--- src/rtl/rvx_uart_arb_pkg.sv ---
// Shared definitions for the UART TX byte-stream arbiter: FSM state
// encoding, requester limit and a constant width helper.
package rvx_uart_arb_pkg;

    // FSM state encoding: IDLE waits for a request, LOCKED owns the UART.
    localparam logic [0:0] ST_IDLE   = 1'b0;
    localparam logic [0:0] ST_LOCKED = 1'b1;

    // Largest requester count the arbiter is built for.
    localparam int unsigned RVX_UART_ARB_MAX_REQ = 8;

    // Number of bits needed to hold values 0 .. value-1.
    function automatic int unsigned clog2(input int unsigned value);
        int unsigned width;
        width = 0;
        while ((32'd1 << width) < value) begin
            width = width + 1;
        end
        return width;
    endfunction

endpackage

--- src/rtl/rvx_rr_pick.sv ---
// Combinational round-robin selector: returns the first asserted request
// at or after ptr_i, wrapping modulo NUM_REQ.
import rvx_uart_arb_pkg::*;

module rvx_rr_pick #(
    parameter int unsigned NUM_REQ = 2,
    parameter int unsigned IDX_W   = 1
) (
    input  logic [NUM_REQ-1:0] req_i,
    input  logic [IDX_W-1:0]   ptr_i,
    output logic [NUM_REQ-1:0] onehot_o,
    output logic [IDX_W-1:0]   index_o,
    output logic               any_o
);

    logic [IDX_W:0]   sum;
    logic [IDX_W-1:0] slot;

    // Walk the requesters starting at the pointer; the first hit wins.
    always_comb begin
        onehot_o = '0;
        index_o  = '0;
        any_o    = 1'b0;
        sum      = '0;
        slot     = '0;
        for (int k = 0; k < int'(NUM_REQ); k++) begin
            sum = {1'b0, ptr_i} + (IDX_W+1)'(k);
            if (sum >= (IDX_W+1)'(NUM_REQ)) begin
                sum = sum - (IDX_W+1)'(NUM_REQ);
            end
            slot = sum[IDX_W-1:0];
            if (!any_o && req_i[slot]) begin
                any_o          = 1'b1;
                onehot_o[slot] = 1'b1;
                index_o        = slot;
            end
        end
    end

endmodule

--- src/rtl/rvx_uart_tx_arbiter.sv ---
// Round-robin arbiter sharing one UART TX byte interface among NUM_REQ
// byte-stream requesters. A grant is held for a whole message (until the
// byte flagged req_last is accepted). Every release is followed by one
// IDLE bubble cycle before the next grant.
// Optional build macro RVX_UART_ARB_TIMEOUT_EN adds a forced release after
// TIMEOUT_CYCLES consecutive idle cycles of the granted requester.
// Handshake: a byte moves when valid and ready are both high on a rising
// clock edge; valid must not depend on ready, and data holds until accepted.
import rvx_uart_arb_pkg::*;

module rvx_uart_tx_arbiter #(
    parameter int unsigned NUM_REQ        = 2,
    parameter int unsigned TIMEOUT_CYCLES = 1024
) (
    input  logic                 clock,
    input  logic                 reset_n,
    input  logic [NUM_REQ-1:0]   req_valid,
    input  logic [8*NUM_REQ-1:0] req_data,
    input  logic [NUM_REQ-1:0]   req_last,
    output logic [NUM_REQ-1:0]   req_ready,
    output logic                 tx_valid,
    output logic [7:0]           tx_data,
    input  logic                 tx_ready,
    output logic [NUM_REQ-1:0]   grant_onehot,
    output logic                 busy,
    output logic                 timeout
);

    localparam int unsigned IDX_W = clog2(NUM_REQ);

    if (NUM_REQ < 2 || NUM_REQ > RVX_UART_ARB_MAX_REQ) begin : g_bad_num_req
        $error("rvx_uart_tx_arbiter: NUM_REQ out of range");
    end
    if (TIMEOUT_CYCLES < 2) begin : g_bad_timeout
        $error("rvx_uart_tx_arbiter: TIMEOUT_CYCLES must be at least 2");
    end

    logic [0:0]         state_q, state_d;
    logic [NUM_REQ-1:0] grant_q, grant_d;
    logic [IDX_W-1:0]   gidx_q, gidx_d;
    logic [IDX_W-1:0]   ptr_q, ptr_d;

    logic [NUM_REQ-1:0] pick_onehot;
    logic [IDX_W-1:0]   pick_idx;
    logic               pick_any;

    logic               locked;
    logic               g_valid;
    logic               g_last;
    logic               msg_done;
    logic               tmo_fire;
    logic               release_grant;
    logic [IDX_W-1:0]   ptr_after_g;
    logic [7:0]         data_sel;

    rvx_rr_pick #(
        .NUM_REQ (NUM_REQ),
        .IDX_W   (IDX_W)
    ) u_pick (
        .req_i    (req_valid),
        .ptr_i    (ptr_q),
        .onehot_o (pick_onehot),
        .index_o  (pick_idx),
        .any_o    (pick_any)
    );

    assign locked        = (state_q == ST_LOCKED);
    assign g_valid       = req_valid[gidx_q];
    assign g_last        = req_last[gidx_q];
    assign msg_done      = locked & g_valid & tx_ready & g_last;
    assign release_grant = msg_done | tmo_fire;
    assign ptr_after_g   = (gidx_q == IDX_W'(NUM_REQ - 1)) ? '0 : gidx_q + IDX_W'(1);

    // Byte mux from the granted requester.
    always_comb begin
        data_sel = 8'h00;
        for (int i = 0; i < int'(NUM_REQ); i++) begin
            if (gidx_q == IDX_W'(i)) begin
                data_sel = req_data[8*i +: 8];
            end
        end
    end

`ifdef RVX_UART_ARB_TIMEOUT_EN
    localparam int unsigned CNT_W = clog2(TIMEOUT_CYCLES);

    logic [CNT_W-1:0] cnt_q, cnt_d;

    // Idle-while-granted counter; a valid byte (even a stalled one) clears it.
    always_comb begin
        if (!locked || g_valid || tmo_fire) begin
            cnt_d = '0;
        end else begin
            cnt_d = cnt_q + CNT_W'(1);
        end
    end

    assign tmo_fire = locked & ~g_valid & (cnt_q == CNT_W'(TIMEOUT_CYCLES - 1));

    // Counter register.
    always_ff @(posedge clock or negedge reset_n) begin
        if (!reset_n) begin
            cnt_q <= '0;
        end else begin
            cnt_q <= cnt_d;
        end
    end
`else
    assign tmo_fire = 1'b0;
`endif

    // Grant FSM: arbitrate in IDLE, hold the owner until release.
    always_comb begin
        state_d = state_q;
        grant_d = grant_q;
        gidx_d  = gidx_q;
        ptr_d   = ptr_q;
        case (state_q)
            ST_IDLE: begin
                if (pick_any) begin
                    state_d = ST_LOCKED;
                    grant_d = pick_onehot;
                    gidx_d  = pick_idx;
                end
            end
            ST_LOCKED: begin
                if (release_grant) begin
                    state_d = ST_IDLE;
                    grant_d = '0;
                    ptr_d   = ptr_after_g;
                end
            end
            default: begin
                state_d = ST_IDLE;
                grant_d = '0;
            end
        endcase
    end

    // FSM and arbitration registers.
    always_ff @(posedge clock or negedge reset_n) begin
        if (!reset_n) begin
            state_q <= ST_IDLE;
            grant_q <= '0;
            gidx_q  <= '0;
            ptr_q   <= '0;
        end else begin
            state_q <= state_d;
            grant_q <= grant_d;
            gidx_q  <= gidx_d;
            ptr_q   <= ptr_d;
        end
    end

    assign tx_valid     = locked & g_valid;
    assign tx_data      = locked ? data_sel : 8'h00;
    assign req_ready    = locked ? (grant_q & {NUM_REQ{tx_ready}}) : '0;
    assign grant_onehot = grant_q;
    assign busy         = locked;
    assign timeout      = tmo_fire;

endmodule
--- config.mk ---
export PLATFORM = sky130hd
export DESIGN_NAME = rvx_uart_tx_arbiter
export DESIGN_NICKNAME = d
export VERILOG_FILES = /design/src/rtl/rvx_uart_arb_pkg.sv /design/src/rtl/rvx_rr_pick.sv /design/src/rtl/rvx_uart_tx_arbiter.sv
export SDC_FILE = /design/constraint.sdc
export NUM_CORES = 1
export LEC_CHECK = 0
export CORE_MARGIN = 3
export CORE_UTILIZATION = 32
export CTS_CLUSTER_DIAMETER = 120
export DETAILED_ROUTE_END_ITERATION = 10
export PLACE_DENSITY_LB_ADDON = 0.1
export REMOVE_ABC_BUFFERS = 1
export SYNTH_ARGS = -nofsm -noshare
export SYNTH_HDL_FRONTEND = slang
export SYNTH_HIERARCHICAL = 1
export SYNTH_SLANG_ARGS = --single-unit
--- constraint.sdc ---
create_clock -name clock -period 2.1 [get_ports clock]
set_clock_uncertainty 0.2 [all_clocks]
set_input_delay 0.315 -clock clock [delete_from_list [all_inputs] [get_ports clock]]
set_output_delay 0.315 -clock clock [all_outputs]
set_load 0.05 [all_outputs]
# Word-level counts from Yosys, hierarchy flattened

Index checks and enable logic that the tools add are counted.

Bits in registers: 5
Output and inout port bits: 15

Add/sub/neg operators: 4
Order comparisons: 7
Equality and inequality tests: 2
Multiplexer cells: 30
Bitwise gates (word level): 6
Reductions and logical operators: 7

Operators by type and width:

| kind                  | count |
|---|---|
| $mux W1               | 19 |
| $mux W8               | 2 |
| $mux W2               | 5 |
| $lt A1 B2 Y1 const B  | 3 |
| $reduce_and A2 Y1     | 3 |
| $pmux W2 S2           | 1 |
| $and A1 B1 Y1         | 3 |
| $logic_and A1 B1 Y1   | 3 |
| $add A1 B1 Y2 const B | 1 |
| $and A2 B2 Y2         | 1 |
| $demux W1 S1          | 2 |
| $ge A1 B1 Y1 const B  | 2 |
| $ge A1 B2 Y1 const B  | 1 |
| $ge A2 B2 Y1 const B  | 1 |
| $ne A2 B1 Y1 const B  | 1 |
| $ne A2 B2 Y1 const B  | 1 |
| $or A2 B2 Y2          | 1 |
| $pmux W1 S2           | 1 |
| $sub A1 B1 Y1 const B | 2 |
| $add A1 B1 Y1 const B | 1 |
| $logic_not A1 Y1      | 1 |
| $not A1 Y1            | 1 |

# Longest topological paths before layout

Gate-level depths: netlist of run 1.

Depth after elaboration: 11
Mapped depth: 4
Mapped depth without buffers: 4

# Modules after synthesis

The synthesis of run 1 kept the hierarchy.

By module, submodules not included:

| module              | times used | cells each | area an instance (um^2) | seq. area each (um^2) |
|---|---|---|---|---|
| rvx_uart_tx_arbiter | 1          | 46         | 396.6                   | 125.1 |
| rvx_rr_pick         | 1          | 5          | 32.5                    | 0.0 |

# Worst setup path after synthesis of run 1

No wires, ideal clock.

Kind: register -> output
Start point: register state_q (netlist: busy)
End point: output tx_data[0]
Arrival time: 1.660 ns
Required time: 1.585 ns
Slack: -0.075 ns
Stages on the path, launching flop included: 3
Path buffers: 1
Path through: dfrtp_1 -> clkbuf_1 -> nor2b_1

Word-level cells in the longest chain between the ends: 1

RTL lines:

| what                     | RTL line                   | RTL |
|---|---|---|
| start: declaration       | rvx_uart_tx_arbiter.sv:38  | `logic [0:0] state_q, state_d;` |
| start signal: assignment | rvx_uart_tx_arbiter.sv:148 | `state_q <= state_d;` |
| $mux W8                  | rvx_uart_tx_arbiter.sv:156 | `assign tx_data = locked ? data_sel : 8'h00;` |
| end: declaration         | rvx_uart_tx_arbiter.sv:22  | `output logic [7:0] tx_data,` |

No other way between the ends.

# Worst setup path in the final report of run 1

Start point: register grant_q[0] (netlist: grant_onehot[0])
End point: output grant_onehot[0]

RTL lines:

| what                     | RTL line                   | RTL |
|---|---|---|
| start: declaration       | rvx_uart_tx_arbiter.sv:39  | `logic [NUM_REQ-1:0] grant_q, grant_d;` |
| start signal: assignment | rvx_uart_tx_arbiter.sv:149 | `grant_q <= grant_d;` |
| end: declaration         | rvx_uart_tx_arbiter.sv:24  | `output logic [NUM_REQ-1:0] grant_onehot,` |

No word-level cell between the ends.

==> flow_metrics.env, run 1 <==
export IMPL_port_buffers=36
export IMPL_wire_per_inst_um=13.4
export IMPL_ys_warn_count=6
export IMPL_ctsResizeCount=0
export IMPL_numCtsBuffers=3
export IMPL_synth_seq_cells=5
export IMPL_drc=0
export IMPL_timing_final_crit_share_pct=92.0
export IMPL_globalRouteOverflowTotal=0
export IMPL_via_count=488
export IMPL_finalWirelength_um=1390
export IMPL_crit_family="buffers and inverters"
export IMPL_clock_root_buffer="clkbuf_4"
export IMPL_worst_setup_path_end_kind="primary output"
export IMPL_fillCellCount=89
export IMPL_dp_hpwl_um=1200
export IMPL_synth_top_area_share_pct=29.2
export IMPL_power_density_mw_per_mm2=1380
export IMPL_crit_fanout=3
export IMPL_path_clk_slew_ns=0.04
export IMPL_path_class="reg -> out"
export IMPL_hp_class="in -> async"
export IMPL_fin_nets=114
export IMPL_worst_path_buf_inv=1
export IMPL_cts_tree="done"
export IMPL_avgSynthCellArea_um2=8.41
export IMPL_worst_ep_required_time_ns=1.58
export IMPL_area_delta_synth_final_pct=119
export IMPL_hold_viol=0
export IMPL_leakagePower_nw=0.414
export IMPL_die_y_um=42.6
export IMPL_crit_path_top_delay_cell="clkdlybuf4s50_1"
export IMPL_ctsHoldBuffers=0
export IMPL_yosysSeqAreaShare_pct=29.2
export IMPL_ir_worst_vdd_v=0.000862
export IMPL_synth_cell_types=16
export IMPL_die_width_um=42.6
export IMPL_grt_max_degree=17
export IMPL_syn_area_um2=429
export IMPL_netlist_top_cells_area="dfrtp_1 (29%), mux2i_1 (26%), nor2b_1 (15%)"
export IMPL_dieArea_mm2=0.00182
export IMPL_first_iter_violations=9
export IMPL_place_congestion=0.784
export IMPL_ant_nets=0
export IMPL_holdWs_ns=0.0998
export IMPL_cp_startpoint="grant_onehot[0]"
export IMPL_drv_cap=0
export IMPL_grt_pass1_wl_um=2370
export IMPL_syn_instance_count=51
export IMPL_core_mm2=0.00119
export IMPL_cpPeakStageDelay_ns=0.81
export IMPL_status="finished clean"
export IMPL_viasPerCell=4.69
export IMPL_setup_tns_final_ns=0
export IMPL_rows=12
export IMPL_multi_input_comb_area_um2=280
export IMPL_pre_cts_slack_ns=0.250
export IMPL_critPathArrivalTime_ns=1.42
export IMPL_first_global_vias=473
export IMPL_drive_above_1_share_pct=18.9
export IMPL_clock_path_buffers=2
export IMPL_antenna_found_initial=0
export IMPL_drtPass1Iterations=4
export IMPL_clk_latency_ns=0.23
export IMPL_path_cells="clkdlybuf4s50_1"
export IMPL_start_util_pct=36.2
export IMPL_ios=38
export IMPL_rsz0062_at_grt="no"
export IMPL_ctsHtreeMaxLevel=1
export IMPL_start_kind="flip-flop"
export IMPL_fin_crit_ns=1.93
export IMPL_final_util_pct=79.2
export IMPL_area_sequential_um2=125
export IMPL_grt_usage_pct=16.8
export IMPL_setup_viol=0
export IMPL_cts_num_sinks=5
export IMPL_maxSlewViolCount=0
export IMPL_synth_largest_area_cell="dfrtp_1"
export IMPL_reg2reg_from="gidx_q"
export IMPL_antenna_cells=0
export IMPL_setup_slack_ns=0.168
export IMPL_cts_setup_buffers=0
export IMPL_fmax_ghz=0.518
## stage by stage
stage	total power [mW]	instances	cell area, µm²
floorplan	0.709	48	413
global placement	1.19	100	913
detailed placement	1.20	100	913
CTS	1.31	104	940
global route	1.37	104	940
finish	1.30	104	940
## synth_stat cells (all sizes together)
cell / instances
a21boi: 3
conb: 1
mux2i: 11
or2: 1
and4bb: 1
and3: 2
o21ai: 2
nor2: 2
nand2b: 1
nand2: 7
nor2b: 10
dfrtp: 5
inv: 2
buf: 2
clkbuf: 1
## final timing paths
check,slack (ns),end,depth (start not counted)
setup / recovery,0.17,grant_onehot[0],1
hold / removal,0.1,grant_onehot[0],1
setup reg to reg,0.58,ptr_q,4
hold reg to reg,0.36,ptr_q,2
max in group asynchronous,1.42,ptr_q,1
min in group clock,0.36,ptr_q,2
## cells in the final DEF (no fill, tap or decap), drive strengths merged
cell type,synthesis,final
and3,2,2
o21ai,2,2
nor2b,10,10
inv,2,2
buf,2,14
nor2,2,2
and4bb,1,1
nand2b,1,1
nand2,7,7
clkdlybuf4s50,0,24
a21boi,3,3
mux2i,11,11
conb,1,1
or2,1,1
clkbuf,1,4
dfrtp,5,5
## sequential cells by signal, summed over array words and instances (netlist names)
signal and cells:
ptr_q 1, grant_onehot 2, gidx_q 1, busy 1
## kinds of logic (layout without fill, tap and decap cells)
group	after synthesis	in the layout	share of synthesized area (%)
AND/OR/NAND/NOR	24	24	31.2
other	1	1	0.874
multiplexers	11	11	25.7
buffers and inverters	5	44	5.54
AO/OA/AOI/OAI	5	5	7.58
flip-flops	5	5	29.2
## where the power goes
part	total, mW	switching [mW]	internal (mW)
Sequential	0.181	0.0430	0.138
Clock	0.105	0.0336	0.0715
Combinational	1.01	0.545	0.466
## final cells by class
class	count	share of cell area [%]
Tap cell	14	1.86
Timing Repair Buffer	38	51.4
Multi-Input combinational cell	41	29.8
Sequential cell	5	13.3
Clock buffer	4	2.80
Inverter	2	0.799
## layer usage
metal / global-route usage (%) / part of all wire (%)
met5: 0 / 0
met4: 1.86 / 0
met3: 1.29 / 3.7
met2: 28.4 / 52
met1: 23.5 / 44
(Power assumes the default switching activity.)
==> inputs of run 2 (changes only) <==
--- a/config.mk
+++ b/config.mk
@@ -11,6 +11,7 @@
 export DETAILED_ROUTE_END_ITERATION = 10
 export PLACE_DENSITY_LB_ADDON = 0.1
 export REMOVE_ABC_BUFFERS = 1
+export SKIP_LAST_GASP = 1
 export SYNTH_ARGS = -nofsm -noshare
 export SYNTH_HDL_FRONTEND = slang
 export SYNTH_HIERARCHICAL = 1
==> results of run 2 <==
The final DEF is identical to that of run 1; final timing and power are the same.
